`src/rtl/home_pad_tracker.sv`:
```
// Home-row scorer: detects frog arrival in the home row, fills pads, and raises
// respawn/death/score/level-clear events for the game controller.
module home_pad_tracker #(
    parameter int unsigned HOME_Y      = 40,
    parameter int unsigned PAD_W       = 24,
    parameter int unsigned PAD1_X      = 76,
    parameter int unsigned PAD2_X      = 191,
    parameter int unsigned PAD3_X      = 309,
    parameter int unsigned PAD4_X      = 425,
    parameter int unsigned PAD5_X      = 541,
    parameter int unsigned HOLD_FRAMES = 4
) (
    input  logic       frame_clk,
    input  logic       Reset_n,
    input  logic       new_game,
    input  logic       frog_valid,
    input  logic [9:0] frog_x,
    input  logic [9:0] frog_y,
    output logic [2:0] win,
    output logic       pad1,
    output logic       pad2,
    output logic       pad3,
    output logic       pad4,
    output logic       pad5,
    output logic       frog_respawn,
    output logic       death,
    output logic       score_pulse,
    output logic       level_clear,
    output logic [3:0] level
);

    localparam logic [10:0] PAD_LO [5] = '{
        11'(PAD1_X), 11'(PAD2_X), 11'(PAD3_X), 11'(PAD4_X), 11'(PAD5_X)
    };
    localparam logic [10:0] PAD_HI [5] = '{
        11'(PAD1_X + PAD_W), 11'(PAD2_X + PAD_W), 11'(PAD3_X + PAD_W),
        11'(PAD4_X + PAD_W), 11'(PAD5_X + PAD_W)
    };
    localparam logic [3:0] HOLD_INIT = 4'(HOLD_FRAMES - 1);

    typedef enum logic [1:0] {StWatch, StHold, StClear} state_e;

    state_e     state_q, state_d;
    logic [3:0] hold_cnt_q, hold_cnt_d;
    logic       in_home_q, in_home_d;
    logic [2:0] filled_q, filled_d;
    logic [4:0] pads_q, pads_d;
    logic [2:0] win_q, win_d;
    logic [3:0] level_q, level_d;
    logic       respawn_q, respawn_d;
    logic       death_q, death_d;
    logic       score_q, score_d;
    logic       lclr_q, lclr_d;

    logic       in_home;
    logic [4:0] hit;
    logic [4:0] lowest_hit;
    logic [2:0] hit_idx;
    logic       fill;

    always_comb begin
        in_home = frog_valid && (frog_y <= 10'(HOME_Y));
        for (int k = 0; k < 5; k++) begin
            hit[k] = ({1'b0, frog_x} >= PAD_LO[k]) && ({1'b0, frog_x} < PAD_HI[k]);
        end
        // Isolate the lowest set bit so the lowest-numbered pad wins.
        lowest_hit = hit & (~hit + 5'd1);
        fill       = |(lowest_hit & ~pads_q);
        hit_idx    = 3'd0;
        for (int k = 4; k >= 0; k--) begin
            if (hit[k]) hit_idx = 3'(k + 1);
        end
    end

    always_comb begin
        state_d    = state_q;
        hold_cnt_d = hold_cnt_q;
        in_home_d  = in_home;
        filled_d   = filled_q;
        pads_d     = pads_q;
        win_d      = win_q;
        level_d    = level_q;
        respawn_d  = 1'b0;
        death_d    = 1'b0;
        score_d    = 1'b0;
        lclr_d     = 1'b0;

        case (state_q)
            StWatch: begin
                if (in_home && !in_home_q) begin
                    respawn_d  = 1'b1;
                    hold_cnt_d = HOLD_INIT;
                    state_d    = StHold;
                    if (fill) begin
                        pads_d   = pads_q | lowest_hit;
                        win_d    = hit_idx;
                        filled_d = filled_q + 3'd1;
                        score_d  = 1'b1;
                    end else begin
                        death_d = 1'b1;
                        win_d   = 3'd0;
                    end
                end
            end
            StHold: begin
                if (hold_cnt_q == 4'd0) begin
                    win_d   = 3'd0;
                    state_d = (filled_q == 3'd5) ? StClear : StWatch;
                end else begin
                    hold_cnt_d = hold_cnt_q - 4'd1;
                end
            end
            StClear: begin
                lclr_d   = 1'b1;
                pads_d   = 5'd0;
                filled_d = 3'd0;
                level_d  = (level_q == 4'd15) ? level_q : level_q + 4'd1;
                state_d  = StWatch;
            end
            default: state_d = StWatch;
        endcase

        if (new_game) begin
            state_d    = StWatch;
            hold_cnt_d = 4'd0;
            in_home_d  = 1'b0;
            filled_d   = 3'd0;
            pads_d     = 5'd0;
            win_d      = 3'd0;
            level_d    = 4'd0;
            respawn_d  = 1'b0;
            death_d    = 1'b0;
            score_d    = 1'b0;
            lclr_d     = 1'b0;
        end
    end

    always_ff @(posedge frame_clk or negedge Reset_n) begin
        if (!Reset_n) begin
            state_q    <= StWatch;
            hold_cnt_q <= 4'd0;
            in_home_q  <= 1'b0;
            filled_q   <= 3'd0;
            pads_q     <= 5'd0;
            win_q      <= 3'd0;
            level_q    <= 4'd0;
            respawn_q  <= 1'b0;
            death_q    <= 1'b0;
            score_q    <= 1'b0;
            lclr_q     <= 1'b0;
        end else begin
            state_q    <= state_d;
            hold_cnt_q <= hold_cnt_d;
            in_home_q  <= in_home_d;
            filled_q   <= filled_d;
            pads_q     <= pads_d;
            win_q      <= win_d;
            level_q    <= level_d;
            respawn_q  <= respawn_d;
            death_q    <= death_d;
            score_q    <= score_d;
            lclr_q     <= lclr_d;
        end
    end

    assign win          = win_q;
    assign pad1         = pads_q[0];
    assign pad2         = pads_q[1];
    assign pad3         = pads_q[2];
    assign pad4         = pads_q[3];
    assign pad5         = pads_q[4];
    assign frog_respawn = respawn_q;
    assign death        = death_q;
    assign score_pulse  = score_q;
    assign level_clear  = lclr_q;
    assign level        = level_q;

endmodule
```
`config.mk`:
```
export PLATFORM = sky130hd
export DESIGN_NAME = home_pad_tracker
export DESIGN_NICKNAME = d
export VERILOG_FILES = /design/src/rtl/home_pad_tracker.sv
export SDC_FILE = /design/constraint.sdc
export NUM_CORES = 1
export LEC_CHECK = 0
export BUFFER_PORTS_ARGS = -buffer_cell sky130_fd_sc_hd__buf_2
export CELL_PAD_IN_SITES_DETAIL_PLACEMENT = 0
export CELL_PAD_IN_SITES_GLOBAL_PLACEMENT = 2
export CORE_MARGIN = 2
export CORE_UTILIZATION = 33
export DETAILED_ROUTE_END_ITERATION = 6
export MAX_ROUTING_LAYER = met4
export PLACE_DENSITY = 0.89
export SYNTH_ARGS = -nofsm -noshare
export SYNTH_HDL_FRONTEND = slang
export SYNTH_SLANG_ARGS = --single-unit
```
`constraint.sdc`:
```
create_clock -name frame_clk -period 2.5 [get_ports frame_clk]
set_input_delay 0.5 -clock frame_clk [delete_from_list [all_inputs] [get_ports frame_clk]]
set_output_delay 0.5 -clock frame_clk [all_outputs]
set_load 0.05 [all_outputs]
```
==> results of run 1 <==
==> through the flow <==
step                area, µm²  std cells  utilization, %
finish                   1880        267            40.0
global route             1880        267            40.0
CTS                      1880        267            40.0
detailed placement       1840        264            39.1
global placement         1840        264            39.1
floorplan                1590        175               -
==> kinds of logic after synthesis <==
family	count (synthesis)	share of synthesized area (%)
simple gates	82	26.8
compound gates	45	22.9
flops	26	41.0
buf+inv	14	3.39
fa+ha+maj	5	3.95
mux	2	1.34
xor+xnor	1	0.553
==> state kept, by name, summed over array words and instances, names as in the netlist <==
signal / count
pads_q: 5
hold_cnt_q: 4
level: 4
filled_q: 3
win: 3
state_q: 2
death: 1
frog_respawn: 1
in_home_q: 1
level_clear: 1
score_pulse: 1
==> worst max-delay path, stage by stage <==
cell       delay [ps]
buf_2             130
nand2b_1          160
or3_4             410
a211oi_4          250
a2111oi_4         120
a21o_1            210
a311o_1           340
==> power breakdown <==
group          internal [W]  switching, W
combinational     0.0000384     0.0000627
sequential         0.000422    0.00000169
clock              0.000108      0.000119
==> final cells by class <==
cell class,instances,area share [%]
timing repair buffer,40,10.8
sequential,26,34.7
multi-input combinational,135,46.9
clock buffer,3,2.20
tap,54,3.60
inverter,9,1.80
==> cells in the mapped netlist (4+ instances only) <==
master / number / area [µm²]
nand2_1: 13 / 48.8
ha_1: 5 / 62.6
a22o_1: 5 / 43.8
o21ai_0: 4 / 20.0
nor2_1: 28 / 105
dfrtp_1: 26 / 651
nor3_1: 6 / 30.0
clkbuf_1: 4 / 15.0
nand3_1: 6 / 30.0
inv_1: 9 / 33.8
a21oi_1: 9 / 45.0
==> path summary, 6_finish.rpt <==
path	to	cells past startpoint	slack (ps)
min in group frame_clk	in_home_q	3	460
max in group asynchronous	hold_cnt_q[3]	1	1890
hold / removal	frog_respawn	1	230
setup reg to reg	hold_cnt_q[0]	7	760
setup / recovery	filled_q[2]	7	540
hold reg to reg	win[2]	2	490
==> routing by layer <==
| layer | part of all wire [%] | wire [µm] | GRT usage (%) |
|---|---|---|---|
| met5 | 0 | 0 | - |
| met4 | 3.1 | 114 | 6.67 |
| met3 | 5.3 | 196 | 1.92 |
| met2 | 42 | 1560 | 21.8 |
| met1 | 49 | 1820 | 20.3 |
==> results.py, run 1 <==
metrics = {
    "yosys": {
        "yosys.cell_types.count": 51,
        "async_flop_share_pct": 100,
        "syn_nets": 204,
        "syn_inst": 175,
        "ys_seq_area_share_pct": 41.0,
        "avgSynthCellArea_um2": 9.06,
        "synth-main-ff-cell": "dfrtp_1",
        "synth_area_um2": 1590,
        "synth_edf_count": 0,
        "synth_seq_cells": 26,
        "yosys_warnings": 0,
    },
    "routing": {
        "wirelength_um": 3690,
        "vias": 1475,
        "detail_route.wl_per_cell_um": 13.8,
        "drtAntennaViolNets": 0,
        "vias_per_cell": 5.52,
        "drc": 0,
        "first_pass_iters": 4,
        "initialDrtViolationCount": 101,
    },
    "timing": {
        "timing.fmax_mhz": 509,
        "max_slew.worst_pin.slew_ps": 578,
        "post-route-period-util_pct": 78.6,
        "worst_slack_ps": 536,
        "drv_slew": 0,
        "finalHoldViolations": 0,
        "skew_ps": 1.21,
        "setup-violations-final": 0,
        "worst_hold_slack_ps": 227,
        "relSlewSlack_pct": 61.4,
        "timing.setup.tns_ps": 0,
        "fin_crit_ps": 1960,
        "grt_setup_unrepaired": "no",
    },
    "clocking": {
        "h-tree-depth": 1,
        "cts_root_buffer": "clkbuf_8",
        "clk_pin_slew_ps": 80,
        "postCtsHoldBufs": 0,
        "cts-resized-gates": 0,
        "numCtsBuffers": 3,
        "cts_tree": "yes",
        "clockBufferDepth": 2,
        "clk_latency_ps": 260,
        "clock-sinks": 26,
        "post_cts_buffers": 0,
    },
    "global_routing": {
        "grt_overflow": 0,
        "grt_pass1_vias": 1329,
        "grt_start_max_net_pins": 27,
        "grt_first_pass_wirelength_um": 6040,
        "grt_util_all_layers_pct": 14.8,
        "antenna_found_initial": 0,
    },
    "run": {
        "maxCapViolCount": 0,
    },
    "die": {
        "fp.dieH_um": 73.3,
        "ios": 40,
        "dieArea_um2": 5370,
        "fp-row-count": 25,
        "die_x_um": 73.3,
        "start_util_pct": 33.8,
        "core-area_um2": 4690,
    },
    "power_and_ir_drop": {
        "p_total_w": 0.000751,
        "ir_drop_v": 0.000230,
        "power_density_nw_per_um2": 400,
        "power.leakage_nw": 0.906,
    },
    "finish": {
        "layout-drive-gt1-share_pct": 23.5,
        "multi_input_area_um2": 881,
        "mostFrequentLayoutCells": "buf_2 (39), nor2_1 (28), dfrtp_1 (26)",
        "diodes": 0,
        "area_delta_synth_final_pct": 18.4,
        "fill_cells": 490,
        "final_nets": 244,
        "seqCellArea_um2": 651,
        "layout_commonest_cell": "buf_2",
    },
    "setup_path": {
        "critPathRequiredTime_ps": 2650,
        "crit_fanout": 6,
        "arrival_ps": 2110,
        "end_kind": "flop",
        "r2r-start": "hold_cnt_q[0]",
        "critPathLaunchType": "input port",
        "crit_type": "in -> reg",
        "cp-startpoint": "frog_x[6]",
    },
    "placement": {
        "portBuffers": 39,
        "post-place-ws_ps": 224,
        "gp_congestion": 0.893,
        "dpl.hpwl_um": 2900,
    },
    "worst_hold_path": {
        "min_path_type": "in -> async",
    },
    "outcome": {
        "status": "finished clean",
    },
}
(Power assumes the default switching activity.)
==> inputs of run 2 (changes only) <==
Settings changed: CORE_UTILIZATION 33 to 28, PLACE_DENSITY 0.89 to 0.81.
Clock period 2.5 ns to 1.6 ns, I/O delays scaled along.
==> run 2 against run 1 <==
  * Worst setup slack got worse by 620 ps
  * Critical path type unchanged
  * Via count increased by 11%
  * Largest power group unchanged
  * First-iteration DRC count fell by 48%
  * Global-route usage hardly changed
  * Clock-buffer cell count is 1 higher
  * Register-to-register slack worse by 720 ps
  * Sequential cell count did not move
  * Clock power is 93% higher
  * Sequential share of layout area decreased by 8.8 points
  * Sequential power rose by 56%
  * Critical endpoint is now win[0]
  * The run now ends with DRC, setup timing left
==> results.py, run 2 (synthesis gave the netlist of run 1 again) <==
metrics = {
    "die": {
        "fp.dieH_um": 79.2,
        "core-area_um2": 5470,
        "die_x_um": 79.2,
        "fp-row-count": 27,
        "start_util_pct": 29.0,
        "dieArea_um2": 6280,
        "ios": 40,
    },
    "finish": {
        "diodes": 0,
        "layout-drive-gt1-share_pct": 50.0,
        "largest_reg_flops": 5,
        "layout_commonest_cell": "buf_4",
        "fill_cells": 550,
        "fin_util_pct": 46.1,
        "final_nets": 296,
        "area_delta_synth_final_pct": 59.2,
        "top_register": "pads_q",
        "mostFrequentLayoutCells": "buf_4 (54), buf_2 (35), nor2_1 (25)",
        "final_cells": 338,
        "finalInstanceArea_um2": 2520,
    },
    "global_routing": {
        "grt_overflow": 0,
        "grt_start_max_net_pins": 27,
        "grt_pass1_vias": 1520,
        "grt_util_all_layers_pct": 14.8,
        "grt_first_pass_wirelength_um": 7250,
        "antenna_found_initial": 0,
    },
    "setup_path": {
        "crit_family": "buffers and inverters",
        "critPathMaxStageDelay_ps": 350,
        "crit_fanout": 5,
        "crit_path_frequent_cell": "buf_4",
        "worstPathCellList": "buf_8 > buf_6 > a211o_1 > nand4_1 > buf_4 > buf_4 > buf_4 > inv_1 > or3_1 > a32o_1",
        "r2r_setup_slack_ps": 40,
        "end_kind": "flop",
        "arrival_ps": 1850,
        "critPathRequiredTime_ps": 1770,
        "crit_type": "in -> reg",
        "cp_slowest_cell": "or3_1",
        "critPathBufInv": 6,
        "critPathLaunchType": "input port",
    },
    "power_and_ir_drop": {
        "seq_power_share_pct": 48.7,
        "pwr-share-clk_pct": 32.2,
        "p_total_w": 0.00136,
        "p_sw_share_pct": 26.0,
        "power_density_nw_per_um2": 538,
        "p_int_w": 0.00101,
        "p_sw_w": 0.000353,
        "ir_drop_v": 0.000365,
        "power.leakage_nw": 1.24,
        "power_frac_comb_pct": 19.1,
    },
    "timing": {
        "drv_slew": 0,
        "finalHoldViolations": 0,
        "grt_setup_unrepaired": "yes",
        "fin_crit_ps": 1690,
        "post-route-period-util_pct": 106,
        "setup-violations-final": 12,
        "max_slew.worst_pin.slew_ps": 588,
        "skew_ps": 5.24,
        "worst_slack_ps": -89.0,
        "timing.fmax_mhz": 592,
        "relSlewSlack_pct": 60.8,
    },
    "worst_hold_path": {
        "min_path_type": "in -> async",
    },
    "routing": {
        "initialDrtViolationCount": 53,
        "drtAntennaViolNets": 0,
        "vias": 1640,
        "detail_route.wl_per_cell_um": 13.3,
        "wirelength_um": 4510,
        "vias_per_cell": 4.85,
        "drc": 4,
        "first_pass_iters": 7,
    },
    "clocking": {
        "clockBufferDepth": 2,
        "clock-sinks": 26,
        "clk_latency_ps": 270,
        "clk_pin_slew_ps": 100,
        "cts_root_buffer": "clkbuf_8",
        "numCtsBuffers": 3,
        "h-tree-depth": 1,
        "cts_tree": "yes",
        "postCtsHoldBufs": 0,
    },
    "outcome": {
        "violations": "DRC, setup timing",
        "status": "complete, but fails checks",
    },
    "run": {
        "maxCapViolCount": 0,
    },
    "placement": {
        "dp_cells": 329,
        "placed_area_um2": 2260,
        "portBuffers": 39,
        "dpl.hpwl_um": 3420,
        "gp_congestion": 0.897,
        "post-place-ws_ps": -445,
    },
}
run 2: stage by stage:
step | TNS (ps) | hold WS (ps)
5_1_grt | -1660 | 88.8
2_1_floorplan | -1490 | 24.4
3_3_place_gp | -5720 | 363
4_1_cts | -480 | 62.6
6_report | -579 | 36.5
3_5_place_dp | -5630 | 368
run 2: cell type report:
type | instances | area [µm²] | area share (%)
clock buffer | 4 | 55.1 | 2.18
inverter | 9 | 33.8 | 1.34
multi-input combinational | 135 | 1070 | 42.5
sequential | 26 | 653 | 25.9
tap | 72 | 90.1 | 3.57
timing repair buffer | 92 | 618 | 24.5
run 2: final timing paths:
check | cells after the start | endpoint | from
max reg2reg | 5 | filled_q[2] | pads_q[3]
min reg2reg | 2 | win[1] | win[1]
min in group frame_clk | 3 | in_home_q | frog_valid
max | 10 | win[0] | frog_x[2]
max in group asynchronous | 1 | level[0] | Reset_n
min | 1 | filled_q[0] | Reset_n
run 2: power groups by stage:
| stage | combinational (W) | sequential [W] | clock (W) |
|---|---|---|---|
| floorplan | 0.0000937 | 0.000676 | 0 |
| global placement | 0.000217 | 0.000674 | 0 |
| detailed placement | 0.000219 | 0.000674 | 0 |
| CTS | 0.000239 | 0.000661 | 0.000445 |
| global route | 0.000285 | 0.000662 | 0.000469 |
| finish | 0.000260 | 0.000661 | 0.000437 |
run 2: worst reg2reg max path: stages, from the launching register on:
cell       delay [ps]
dfrtp_2           410
nor3b_1           210
o21a_1            210
a2111oi_4          80
a21o_1            200
a311o_1           330
run 2: layer usage:
layer / global-route usage (%) / up-vias / routed length [µm] / share of wire [%]
met5: - / - / 0 / 0
met1: 20.1 / 777 / 2190 / 48
li1: - / 831 / - / -
met4: 3.62 / 0 / 57 / 1.3
met3: 1.48 / 4 / 128 / 2.8
met2: 24.0 / 28 / 2140 / 47
run 2: timing repair:
| action | 4_1_cts | 5_1_grt |
|---|---|---|
| setup buffers | 5 | 1 |
| resized for setup | 19 | 18 |
| pin swaps | 14 | 18 |
| setup endpoints to repair | 11 | 18 |
| gates cloned | 0 | 0 |
==> inputs of run 3 (changes only) <==
Settings changed: REMOVE_ABC_BUFFERS set to 1.
==> run 3 against run 2 <==
  * The run ends with setup timing left
  * Clock skew decreased by 2.7 ps
  * Clock power decreased by 3%
  * Maximum frequency decreased by 0.64%
  * Sequential share of layout area increased by 1.8 points
  * Non-clock buffer count decreased by 15
  * Final cell count decreased by 4.4%
  * Sequential power about the same
  * Via count decreased by 3.7%
==> results.py, run 3 (synthesis gave the netlist of run 1 again) <==
metrics = {
    "routing": {
        "first_pass_iters": 4,
        "dr_wl_met3_um": 169,
        "m1WireLength_um": 2070,
        "vias": 1579,
        "drc": 0,
        "drtAntennaViolNets": 0,
        "wirelength_um": 4260,
        "top_layer_used": "met4",
        "detail_route.wl_per_cell_um": 13.2,
        "vias_per_cell": 4.89,
        "wl_met2_um": 1980,
        "initialDrtViolationCount": 47,
    },
    "finish": {
        "finalInstanceArea_um2": 2350,
        "diodes": 0,
        "layout-drive-gt1-share_pct": 43.0,
        "top_register": "pads_q",
        "mostFrequentLayoutCells": "buf_4 (39), buf_2 (34), dfrtp_1 (26)",
        "area_delta_synth_final_pct": 48.5,
        "final_nets": 281,
        "layout_commonest_cell": "buf_4",
        "largest_reg_flops": 5,
    },
    "die": {
        "fp.dieH_um": 79.2,
        "fp-row-count": 27,
        "start_util_pct": 29.0,
        "core-area_um2": 5470,
        "dieArea_um2": 6280,
        "ios": 40,
        "die_x_um": 79.2,
    },
    "clocking": {
        "clk_pin_slew_ps": 90,
        "cts_root_buffer": "clkbuf_8",
        "h-tree-depth": 1,
        "cts_tree": "yes",
        "numCtsBuffers": 3,
        "clk_latency_ps": 270,
        "clockBufferDepth": 2,
        "clock-sinks": 26,
    },
    "timing": {
        "grt_setup_unrepaired": "yes",
        "setup-violations-final": 6,
        "finalHoldViolations": 0,
        "post-route-period-util_pct": 106,
        "skew_ps": 2.54,
        "worst_slack_ps": -99.9,
        "worst_hold_slack_ps": 43.2,
        "relSlewSlack_pct": 60.5,
        "timing.fmax_mhz": 588,
        "drv_slew": 0,
        "max_slew.worst_pin.slew_ps": 593,
        "fin_crit_ps": 1700,
    },
    "placement": {
        "dpl.hpwl_um": 3190,
        "gp_congestion": 0.823,
        "post-place-ws_ps": -447,
        "placed_area_um2": 2090,
        "portBuffers": 39,
    },
    "setup_path": {
        "r2r_setup_slack_ps": -10,
        "r2r-start": "pads_q[3]",
        "crit_fanout": 6,
        "critPathLaunchType": "input port",
        "end_kind": "flop",
        "reg2reg_depth": 6,
        "arrival_ps": 1870,
        "critPathRequiredTime_ps": 1770,
        "crit_type": "in -> reg",
        "reg2reg_to": "win[1]",
    },
    "power_and_ir_drop": {
        "power.leakage_nw": 1.14,
        "ir_drop_v": 0.000371,
        "p_total_w": 0.00133,
        "power_density_nw_per_um2": 563,
    },
    "global_routing": {
        "antenna_found_initial": 0,
        "grt_first_pass_wirelength_um": 7090,
        "grt_start_max_net_pins": 27,
        "grt_overflow": 0,
        "grt_pass1_vias": 1530,
        "grt_util_all_layers_pct": 14.3,
    },
    "outcome": {
        "status": "complete, but fails checks",
        "violations": "setup timing",
    },
    "worst_hold_path": {
        "min_path_type": "in -> async",
    },
    "run": {
        "maxCapViolCount": 0,
    },
}
-- run 3: changes by cell type in the layout (fill, tap and decap cells not counted), moves of 2 or more --
cell	change
buf_4	-15
a21oi_1	+2
dfrtp_1	+2
dfrtp_2	-2
nor2_2	+2
o22ai_1	+2
o22ai_2	-2
-- run 3: final cells by class --
class	instances	area, µm²
Fill cell	568	3120
Tap cell	72	90.1
Inverter	9	33.8
Multi-Input combinational cell	135	1010
Sequential cell	26	651
Clock buffer	4	55.1
Timing Repair Buffer	77	512
-- run 3: routing by layer --
layer / vias to the layer above / track usage [%]
li1: 793 / -
met1: 741 / 19.8
met2: 40 / 22.6
met3: 5 / 1.59
met4: 0 / 3.10
met5: - / -
-- run 3: worst max-delay path: stages --
cell and delay, ps:
buf_8 100, nand2b_4 130, or3_4 400, a211oi_4 240, a2111oi_4 50, buf_6 160, and2_4 150, o41ai_2 310
-- run 3: per-stage QoR --
| stage | utilization [%] | TNS [ps] | std cells |
|---|---|---|---|
| final | 43.0 | -386 | 323 |
| after global routing | 43.0 | -789 | 323 |
| after CTS | 41.2 | -949 | 320 |
| after detailed placement | 38.2 | -5980 | 313 |
| after global placement | 38.2 | -5520 | 313 |
| after floorplan | - | -1750 | 170 |
-- run 3: repair_timing --
action,4_1_cts,5_1_grt
setup endpoints to repair,14,18
resized for setup,18,17
setup buffers,3,3
cloned,0,0
hold buffers,0,0
pin swaps,19,16
-- run 3: how the worst max path moves through the flow --
stage	cells after the start	end	start	slack, ps
floorplan	6	filled_q[2]	frog_x[6]	-230
global placement	7	win[1]	frog_x[6]	-420
detailed placement	7	filled_q[2]	frog_x[6]	-450
CTS	7	filled_q[2]	frog_x[6]	-120
global route	8	win[1]	frog_x[6]	-140
finish	8	win[1]	frog_x[6]	-100
-- run 3: report_power, final --
group          total (W)  switching, W  internal (W)
Combinational   0.000238      0.000126      0.000112
Clock           0.000426      0.000206      0.000220
Sequential      0.000661    0.00000182      0.000659
Total            0.00133      0.000334      0.000991
